==> src/rtl/icache_ctrl_pkg.sv <==
// Shared constants and state encoding for the instruction cache controller.
package icache_ctrl_pkg;

    localparam int ICACHE_LINE_WORDS = 4;
    localparam int ICACHE_NUM_LINES  = 16;

    localparam logic [31:0] NOP_INSTR = 32'h0000_0013;

    typedef enum logic [1:0] {
        IC_IDLE   = 2'd0,
        IC_REQ    = 2'd1,
        IC_REFILL = 2'd2
    } ic_state_e;

endpackage

==> src/rtl/icache_line_store.sv <==
// Valid/tag/data arrays for the direct-mapped cache: combinational read,
// per-word refill write, tag+valid install, and clear-all.
module icache_line_store
    import icache_ctrl_pkg::*;
#(
    parameter int XLEN       = 32,
    parameter int LINE_WORDS = ICACHE_LINE_WORDS,
    parameter int NUM_LINES  = ICACHE_NUM_LINES,
    parameter int TAGW       = 24
) (
    input  logic                          clk,
    input  logic                          reset,
    input  logic [$clog2(NUM_LINES)-1:0]  rd_index,
    input  logic [$clog2(LINE_WORDS)-1:0] rd_off,
    output logic                          rd_valid,
    output logic [TAGW-1:0]               rd_tag,
    output logic [XLEN-1:0]               rd_word,
    input  logic                          wr_en,
    input  logic [$clog2(NUM_LINES)-1:0]  wr_index,
    input  logic [$clog2(LINE_WORDS)-1:0] wr_off,
    input  logic [XLEN-1:0]               wr_data,
    input  logic                          set_en,
    input  logic [TAGW-1:0]               set_tag,
    input  logic                          clear_all
);

    logic [NUM_LINES-1:0]                            valid;
    logic [NUM_LINES-1:0][TAGW-1:0]                  tags;
    logic [NUM_LINES-1:0][LINE_WORDS-1:0][XLEN-1:0]  data;

    assign rd_valid = valid[rd_index];
    assign rd_tag   = tags[rd_index];
    assign rd_word  = data[rd_index][rd_off];

    // Valid bits: clear-all wins over an install on the same edge, so a
    // pending invalidate also kills the line that is just finishing.
    always_ff @(posedge clk or negedge reset) begin
        if (!reset)
            valid <= '0;
        else if (clear_all)
            valid <= '0;
        else if (set_en)
            valid[wr_index] <= 1'b1;
    end

    // Tag and data payload need no reset; valid gates every use.
    always_ff @(posedge clk) begin
        if (wr_en)
            data[wr_index][wr_off] <= wr_data;
        if (set_en)
            tags[wr_index] <= set_tag;
    end

endmodule

==> src/rtl/icache_ctrl.sv <==
// Direct-mapped instruction cache: combinational lookup on the fetch port,
// single-line refill toward backing memory on a miss.
module icache_ctrl
    import icache_ctrl_pkg::*;
#(
    parameter int XLEN       = 32,
    parameter int LINE_WORDS = ICACHE_LINE_WORDS,
    parameter int NUM_LINES  = ICACHE_NUM_LINES
) (
    input  logic            clk,
    input  logic            reset,
    input  logic            req_valid,
    input  logic [XLEN-1:0] req_addr,
    input  logic            flush,
    input  logic            invalidate,
    output logic [XLEN-1:0] instruction,
    output logic            icache_stall,
    output logic            mem_req_valid,
    output logic [XLEN-1:0] mem_req_addr,
    input  logic            mem_req_ready,
    input  logic            mem_resp_valid,
    input  logic [XLEN-1:0] mem_resp_data,
    output logic [31:0]     hit_count,
    output logic [31:0]     miss_count
);

    localparam int WOFF = $clog2(LINE_WORDS);
    localparam int IDXW = $clog2(NUM_LINES);
    localparam int LOW  = WOFF + 2;
    localparam int TAGW = XLEN - IDXW - LOW;

    ic_state_e       state;
    logic [WOFF-1:0] beat_cnt;
    logic            inv_pend;

    logic [WOFF-1:0] req_off;
    logic [IDXW-1:0] req_idx;
    logic [TAGW-1:0] req_tag;
    logic [IDXW-1:0] fill_idx;
    logic [TAGW-1:0] fill_tag;
    logic            rd_valid;
    logic [TAGW-1:0] rd_tag;
    logic [XLEN-1:0] rd_word;
    logic            hit;
    logic            fill_beat;
    logic            fill_last;
    logic            clear_all;
    logic            unused_bits;

    assign req_off  = req_addr[LOW-1:2];
    assign req_idx  = req_addr[LOW+IDXW-1:LOW];
    assign req_tag  = req_addr[XLEN-1:LOW+IDXW];
    assign fill_idx = mem_req_addr[LOW+IDXW-1:LOW];
    assign fill_tag = mem_req_addr[XLEN-1:LOW+IDXW];
    // flush needs no action: a refill always completes and the new PC is
    // simply looked up once the FSM is back in IDLE.
    assign unused_bits = ^{req_addr[1:0], mem_req_addr[LOW-1:0], flush};

    // Outputs are forced quiet while reset is held, independent of the clock.
    assign hit          = reset & req_valid & (state == IC_IDLE) & rd_valid & (rd_tag == req_tag);
    assign icache_stall = reset & ((req_valid & ~hit) | (state != IC_IDLE));
    assign instruction  = hit ? rd_word : NOP_INSTR;

    assign fill_beat = (state == IC_REFILL) & mem_resp_valid;
    assign fill_last = fill_beat & (beat_cnt == WOFF'(LINE_WORDS - 1));
    assign clear_all = ((state == IC_IDLE) & invalidate) | (fill_last & (inv_pend | invalidate));

    icache_line_store #(
        .XLEN(XLEN), .LINE_WORDS(LINE_WORDS), .NUM_LINES(NUM_LINES), .TAGW(TAGW)
    ) u_store (
        .clk       (clk),
        .reset     (reset),
        .rd_index  (req_idx),
        .rd_off    (req_off),
        .rd_valid  (rd_valid),
        .rd_tag    (rd_tag),
        .rd_word   (rd_word),
        .wr_en     (fill_beat),
        .wr_index  (fill_idx),
        .wr_off    (beat_cnt),
        .wr_data   (mem_resp_data),
        .set_en    (fill_last),
        .set_tag   (fill_tag),
        .clear_all (clear_all)
    );

    // Refill FSM with registered request outputs and hit/miss counters.
    always_ff @(posedge clk or negedge reset) begin
        if (!reset) begin
            state         <= IC_IDLE;
            mem_req_valid <= 1'b0;
            mem_req_addr  <= '0;
            beat_cnt      <= '0;
            inv_pend      <= 1'b0;
            hit_count     <= '0;
            miss_count    <= '0;
        end else begin
            case (state)
                IC_IDLE: begin
                    if (hit) begin
                        hit_count <= hit_count + 32'd1;
                    end else if (req_valid) begin
                        miss_count    <= miss_count + 32'd1;
                        mem_req_addr  <= {req_addr[XLEN-1:LOW], {LOW{1'b0}}};
                        mem_req_valid <= 1'b1;
                        state         <= IC_REQ;
                    end
                end
                IC_REQ: begin
                    if (invalidate)
                        inv_pend <= 1'b1;
                    if (mem_req_ready) begin
                        mem_req_valid <= 1'b0;
                        beat_cnt      <= '0;
                        state         <= IC_REFILL;
                    end
                end
                IC_REFILL: begin
                    if (invalidate)
                        inv_pend <= 1'b1;
                    if (mem_resp_valid) begin
                        beat_cnt <= beat_cnt + 1'b1;
                        if (fill_last) begin
                            inv_pend <= 1'b0;
                            state    <= IC_IDLE;
                        end
                    end
                end
                default: state <= IC_IDLE;
            endcase
        end
    end

endmodule

==> config.mk <==
export PLATFORM = sky130hd
export DESIGN_NAME = icache_ctrl
export DESIGN_NICKNAME = d
export VERILOG_FILES = /design/src/rtl/icache_ctrl_pkg.sv /design/src/rtl/icache_line_store.sv /design/src/rtl/icache_ctrl.sv
export SDC_FILE = /design/constraint.sdc
export NUM_CORES = 2
export LEC_CHECK = 0
export BUFFER_PORTS_ARGS = -buffer_cell sky130_fd_sc_hd__buf_4
export CAP_MARGIN = 20
export CORE_ASPECT_RATIO = 0.75
export CORE_MARGIN = 4
export CORE_UTILIZATION = 30
export CTS_BUF_LIST = sky130_fd_sc_hd__clkbuf_8
export DETAILED_ROUTE_END_ITERATION = 12
export SLEW_MARGIN = 0
export SYNTH_ARGS = -nofsm -noshare
export SYNTH_HDL_FRONTEND = slang
export SYNTH_SLANG_ARGS = --single-unit
==> constraint.sdc <==
create_clock -name clk -period 10.9 [get_ports clk]
set_input_delay 0.545 -clock clk [delete_from_list [all_inputs] [get_ports clk]]
set_output_delay 0.545 -clock clk [all_outputs]
set_load 0.01 [all_outputs]
==> run summary <==
Result of the run -> complete, no violations
Post-CTS resize count -> 0
Share of total power consumed by net switching -> 24.04%
Type of the worst setup path -> in -> out
Post-CTS repair timing setup buffer count -> 0
Area used by multi-input combinational logic -> 22,060 um2
Static power due to leakage -> 35.98 nW
Total of flip-flops plus latches after synthesis -> 2,546
Portion of total power attributed to sequential cells -> 55.5%
Slew at the pin with the worst max-slew slack -> 1.126 ns
Via count of the first global-routing pass -> 48,579
I/O Buffers -> 193
Core ar. -> 325,200 um2
Crit-path cells -> buf_8 > buf_4 > mux4_2 > mux2i_1 > mux2i_1 > xnor2_1 > o2111ai_1 > a2111oi_2 > nand3_2 > buf_4 > a311oi_1 > buf_4
Via count -> 47,553
Share of the synthesized area in the top cell type -> 74.27%
Final clock period utilization by the worst path -> 64.64%
Cell with the largest stage delay on the worst path -> sky130_fd_sc_hd__a2111oi_2
Shortest clock period the worst path allows after layout -> 7.046 ns
Launching element type of the critical path -> input pin
I/O pin total -> 201
Post-route setup slack -> 3.854 ns
Number of levels the H-tree was split into -> 5
Sequential element share of the synthesized area -> 77.17%
Share of power burned in the clock network -> 37.3%
GP Congestion -> 0.7514
Setup repair after global routing missed its margin -> no
Overall track demand over capacity in global routing -> 14.76%
Overall overflow remaining after global route -> 0
Worst EP arrival -> 6.50 ns
Cell family with most CP delay -> buffers and inverters
Synth top area cells -> sky130_fd_sc_hd__edfxtp_1, sky130_fd_sc_hd__mux4_2, sky130_fd_sc_hd__dfrtp_1
Internal Power -> 15.56 mW
Root Buffer -> sky130_fd_sc_hd__clkbuf_8
Library cell appearing most often on the critical path -> sky130_fd_sc_hd__buf_4
Netlist Area Pre-Place -> 98,340 um2
Layout net count -> 4,856
Number of hold violations in the final report -> 0
DPL Wire Length -> 135,500 um
Count of cell types in the netlist -> 65
Number of iterations in the first detailed-routing pass -> 5
Biggest area consumer among synthesized cells -> sky130_fd_sc_hd__edfxtp_1
Die boundary width -> 669.1 um
Fraction of layout cells with a size suffix above 1 -> 33.76%
Number of cells produced by synthesis -> 4,224
Worst min-delay path category -> in -> reg
Vias per cell -> 5.052
Number of placement rows -> 181
Initial antenna violation count -> 12
Number of clock buffers inserted by TritonCTS -> 411
Warnings from Yosys -> 0
Hold Slack -> 0.08987 ns
Wire length of the first global-routing pass -> 360,800 um
Die Outline Area -> 337,100 um2
Hold buffer count at CTS -> 42
Final number of setup-violating endpoints -> 0
WL/cell -> 27.00 um
Worst Setup End Kind -> output port
Gate power share -> 7.2%
Worst slack after detailed placement -> 3.820 ns
Fill cell count -> 29,873
Die boundary height -> 503.8 um
Worst EP required -> 10.36 ns
Aggregate routed wire length -> 254,100 um
Worst-case vdd ir drop -> 87.66 uV
Layout-stage area growth over the synthesis result -> 15.85%
Async set-reset flop share out of synthesis -> 4.478%
Worst-case clock buffer depth -> 4
Clock insertion delay at the later pin of the skew report -> 0.97 ns
Flip-flop and latch area -> 75,880 um2
Number of enable flip-flop cells after synthesis -> 2,432
Max-slew headroom -> 24.50%
Max_cap viols -> 0
CTS sink count -> 2,546
Power density over the cells -> 179.8 nW/um2
Number of buffer and inverter stages on the critical path -> 4
Per-instance average area after synthesis -> 23.28 um2
DRC violation total after the first TritonRoute iteration -> 5,039
Clock transition at the registers of the reported paths -> 0.06 ns
Number of DRC violations after detailed routing -> 0
Antenna violation net count after detailed routing -> 0
Post-layout total power -> 20.48 mW
Pin count of the biggest net entering global routing -> 132
Finished Core Util -> 35.03%
Maximum operating frequency -> 141.9 MHz
Initial core utilization -> 30.24%
TritonCTS clock tree -> built
Predominant post-synthesis flop cell -> sky130_fd_sc_hd__edfxtp_1
Delay contributed by the slowest stage of the critical path -> 0.85 ns
Clock skew -> 0.05326 ns
Count of final max-slew check failures -> 0
Switching power summed over all nets -> 4.924 mW
Setup TNS after final layout -> 0 ns
Critical-path maximum fanout -> 84
## Yosys cell counts (2+ instances only)
cell                        count
sky130_fd_sc_hd__edfxtp_1    2432
sky130_fd_sc_hd__mux4_2       748
sky130_fd_sc_hd__nor2_1       127
sky130_fd_sc_hd__clkbuf_1     124
sky130_fd_sc_hd__dfrtp_1      114
sky130_fd_sc_hd__buf_2         77
sky130_fd_sc_hd__nand2_1       64
sky130_fd_sc_hd__xnor2_1       60
sky130_fd_sc_hd__mux2i_1       48
sky130_fd_sc_hd__mux2_2        37
sky130_fd_sc_hd__nor2b_1       33
sky130_fd_sc_hd__xor2_1        33
sky130_fd_sc_hd__nand3_1       32
sky130_fd_sc_hd__a211oi_1      31
sky130_fd_sc_hd__nand4_1       30
sky130_fd_sc_hd__nor3_1        24
sky130_fd_sc_hd__and3_1        20
sky130_fd_sc_hd__a21oi_1       15
sky130_fd_sc_hd__a31oi_1       15
sky130_fd_sc_hd__inv_1         15
sky130_fd_sc_hd__buf_1         14
sky130_fd_sc_hd__buf_4         11
sky130_fd_sc_hd__o21ai_0       11
sky130_fd_sc_hd__and2_1        10
sky130_fd_sc_hd__ha_1           9
sky130_fd_sc_hd__or3_1          9
sky130_fd_sc_hd__a311oi_1       8
sky130_fd_sc_hd__a41oi_1        7
sky130_fd_sc_hd__nor4_1         6
sky130_fd_sc_hd__or2_2          6
sky130_fd_sc_hd__nand2b_1       5
sky130_fd_sc_hd__o22ai_1        5
sky130_fd_sc_hd__a22oi_1        3
sky130_fd_sc_hd__and4_1         3
sky130_fd_sc_hd__nand3b_1       3
sky130_fd_sc_hd__nor3b_1        3
sky130_fd_sc_hd__a221oi_1       2
sky130_fd_sc_hd__nor4_2         2
sky130_fd_sc_hd__o2111ai_1      2
## area by class of cell
| type | count | share of cell area (%) |
|---|---|---|
| Sequential cell | 2546 | 66.61 |
| Multi-Input combinational cell | 1438 | 19.36 |
| Clock buffer | 427 | 5.159 |
| Tap cell | 4300 | 4.723 |
| Timing Repair Buffer | 363 | 2.607 |
| Clock inverter | 317 | 1.476 |
| Inverter | 16 | 0.05711 |
| Antenna cell | 5 | 0.01098 |
## worst register-to-register path, delay by kind of cell (launching register included)
kind,cells,cell delay [ns]
simple gates,3,1.57
flops,1,0.37
compound gates,2,1.14
xor+xnor,2,0.29
mux,2,0.66
buf+inv,1,0.47
## power groups by stage
stage	registers (mW)	clock network, mW	logic (mW)
floorplan	11.5	0	0.773
global placement	11.6	0	1.46
detailed placement	11.6	0	1.48
CTS	11.4	7.85	1.51
global route	11.4	8.31	1.58
finish	11.4	7.63	1.48
## worst paths after layout
check	startpoint	endpoint	slack, ns	cells past startpoint
worst min-delay path	mem_resp_data[7]	u_store.data[359]$_DFFE_PP_	0.09	1
worst max-delay path	req_addr[5]	instruction[22]	3.85	12
worst max register to register	u_store.tags[190]$_DFFE_PP_	hit_count[28]$_DFFE_PN0P_	6.34	10
min in group asynchronous	reset	mem_req_addr[19]$_DFFE_PN0P_	0.15	2
max in group asynchronous	reset	miss_count[29]$_DFFE_PN0P_	9.50	3
worst min register to register	hit_count[31]$_DFFE_PN0P_	hit_count[31]$_DFFE_PN0P_	0.47	1
## routing by layer
metal / global-route usage [%] / up-vias / wire [um]
met1: 20.94 / 26014 / 108100
met3: 2.392 / 430 / 17430
met5: 0 / - / 55
met2: 23.22 / 1917 / 120500
met4: 4.802 / 8 / 7996
li1: - / 19184 / -
## through the flow
| stage | area (um2) | std cells |
|---|---|---|
| global placement | 105900 | 8618 |
| global route | 113900 | 9411 |
| CTS | 113800 | 9404 |
| finish | 113900 | 9412 |
| floorplan | 98350 | 4227 |
| detailed placement | 105900 | 8618 |
## kinds of logic after synthesis
kind of cell / after synthesis / synth area share, %
and+or+nand+nor: 381 / 1.902
adders and majority gates: 9 / 0.1145
DFF: 2546 / 77.17
AOI/OAI and AO/OA: 118 / 0.8665
xor gates and xnor gates: 93 / 0.8283
other: 1 / 0.003813
buffers and inverters: 243 / 1.075
muxes: 833 / 18.04
## cells in the final DEF (no fill, tap or decap), types with 15 or more instances in the layout
| cell | netlist | final |
|---|---|---|
| sky130_fd_sc_hd__edfxtp_1 | 2432 | 2432 |
| sky130_fd_sc_hd__mux4_2 | 748 | 748 |
| sky130_fd_sc_hd__clkbuf_8 | 0 | 427 |
| sky130_fd_sc_hd__buf_4 | 11 | 309 |
| sky130_fd_sc_hd__inv_1 | 15 | 129 |
| sky130_fd_sc_hd__dfrtp_1 | 114 | 114 |
| sky130_fd_sc_hd__clkinv_1 | 0 | 109 |
| sky130_fd_sc_hd__nor2_4 | 0 | 80 |
| sky130_fd_sc_hd__nand2_1 | 64 | 64 |
| sky130_fd_sc_hd__xnor2_1 | 60 | 60 |
| sky130_fd_sc_hd__clkinv_2 | 0 | 60 |
| sky130_fd_sc_hd__mux2i_1 | 48 | 48 |
| sky130_fd_sc_hd__nor2_1 | 127 | 47 |
| sky130_fd_sc_hd__dlygate4sd3_1 | 0 | 42 |
| sky130_fd_sc_hd__mux2_2 | 37 | 37 |
| sky130_fd_sc_hd__nor2b_1 | 33 | 33 |
| sky130_fd_sc_hd__xor2_1 | 33 | 33 |
| sky130_fd_sc_hd__a211oi_1 | 31 | 31 |
| sky130_fd_sc_hd__nand4_1 | 30 | 30 |
| sky130_fd_sc_hd__nand3_1 | 32 | 27 |
| sky130_fd_sc_hd__nor3_1 | 24 | 24 |
| sky130_fd_sc_hd__and3_1 | 20 | 20 |
| sky130_fd_sc_hd__a21oi_1 | 15 | 15 |
| sky130_fd_sc_hd__a31oi_1 | 15 | 15 |
## flip-flops by register name, indices dropped and copies added, names as in the netlist
name and count:
beat_cnt 2, u_store.data 2048, mem_req_addr 28, u_store.valid 16, u_store.tags 384, inv_pend 1
hit_count 32, state 2, miss_count 32, mem_req_valid 1
No activity file was read; power rests on OpenSTA's default activity.
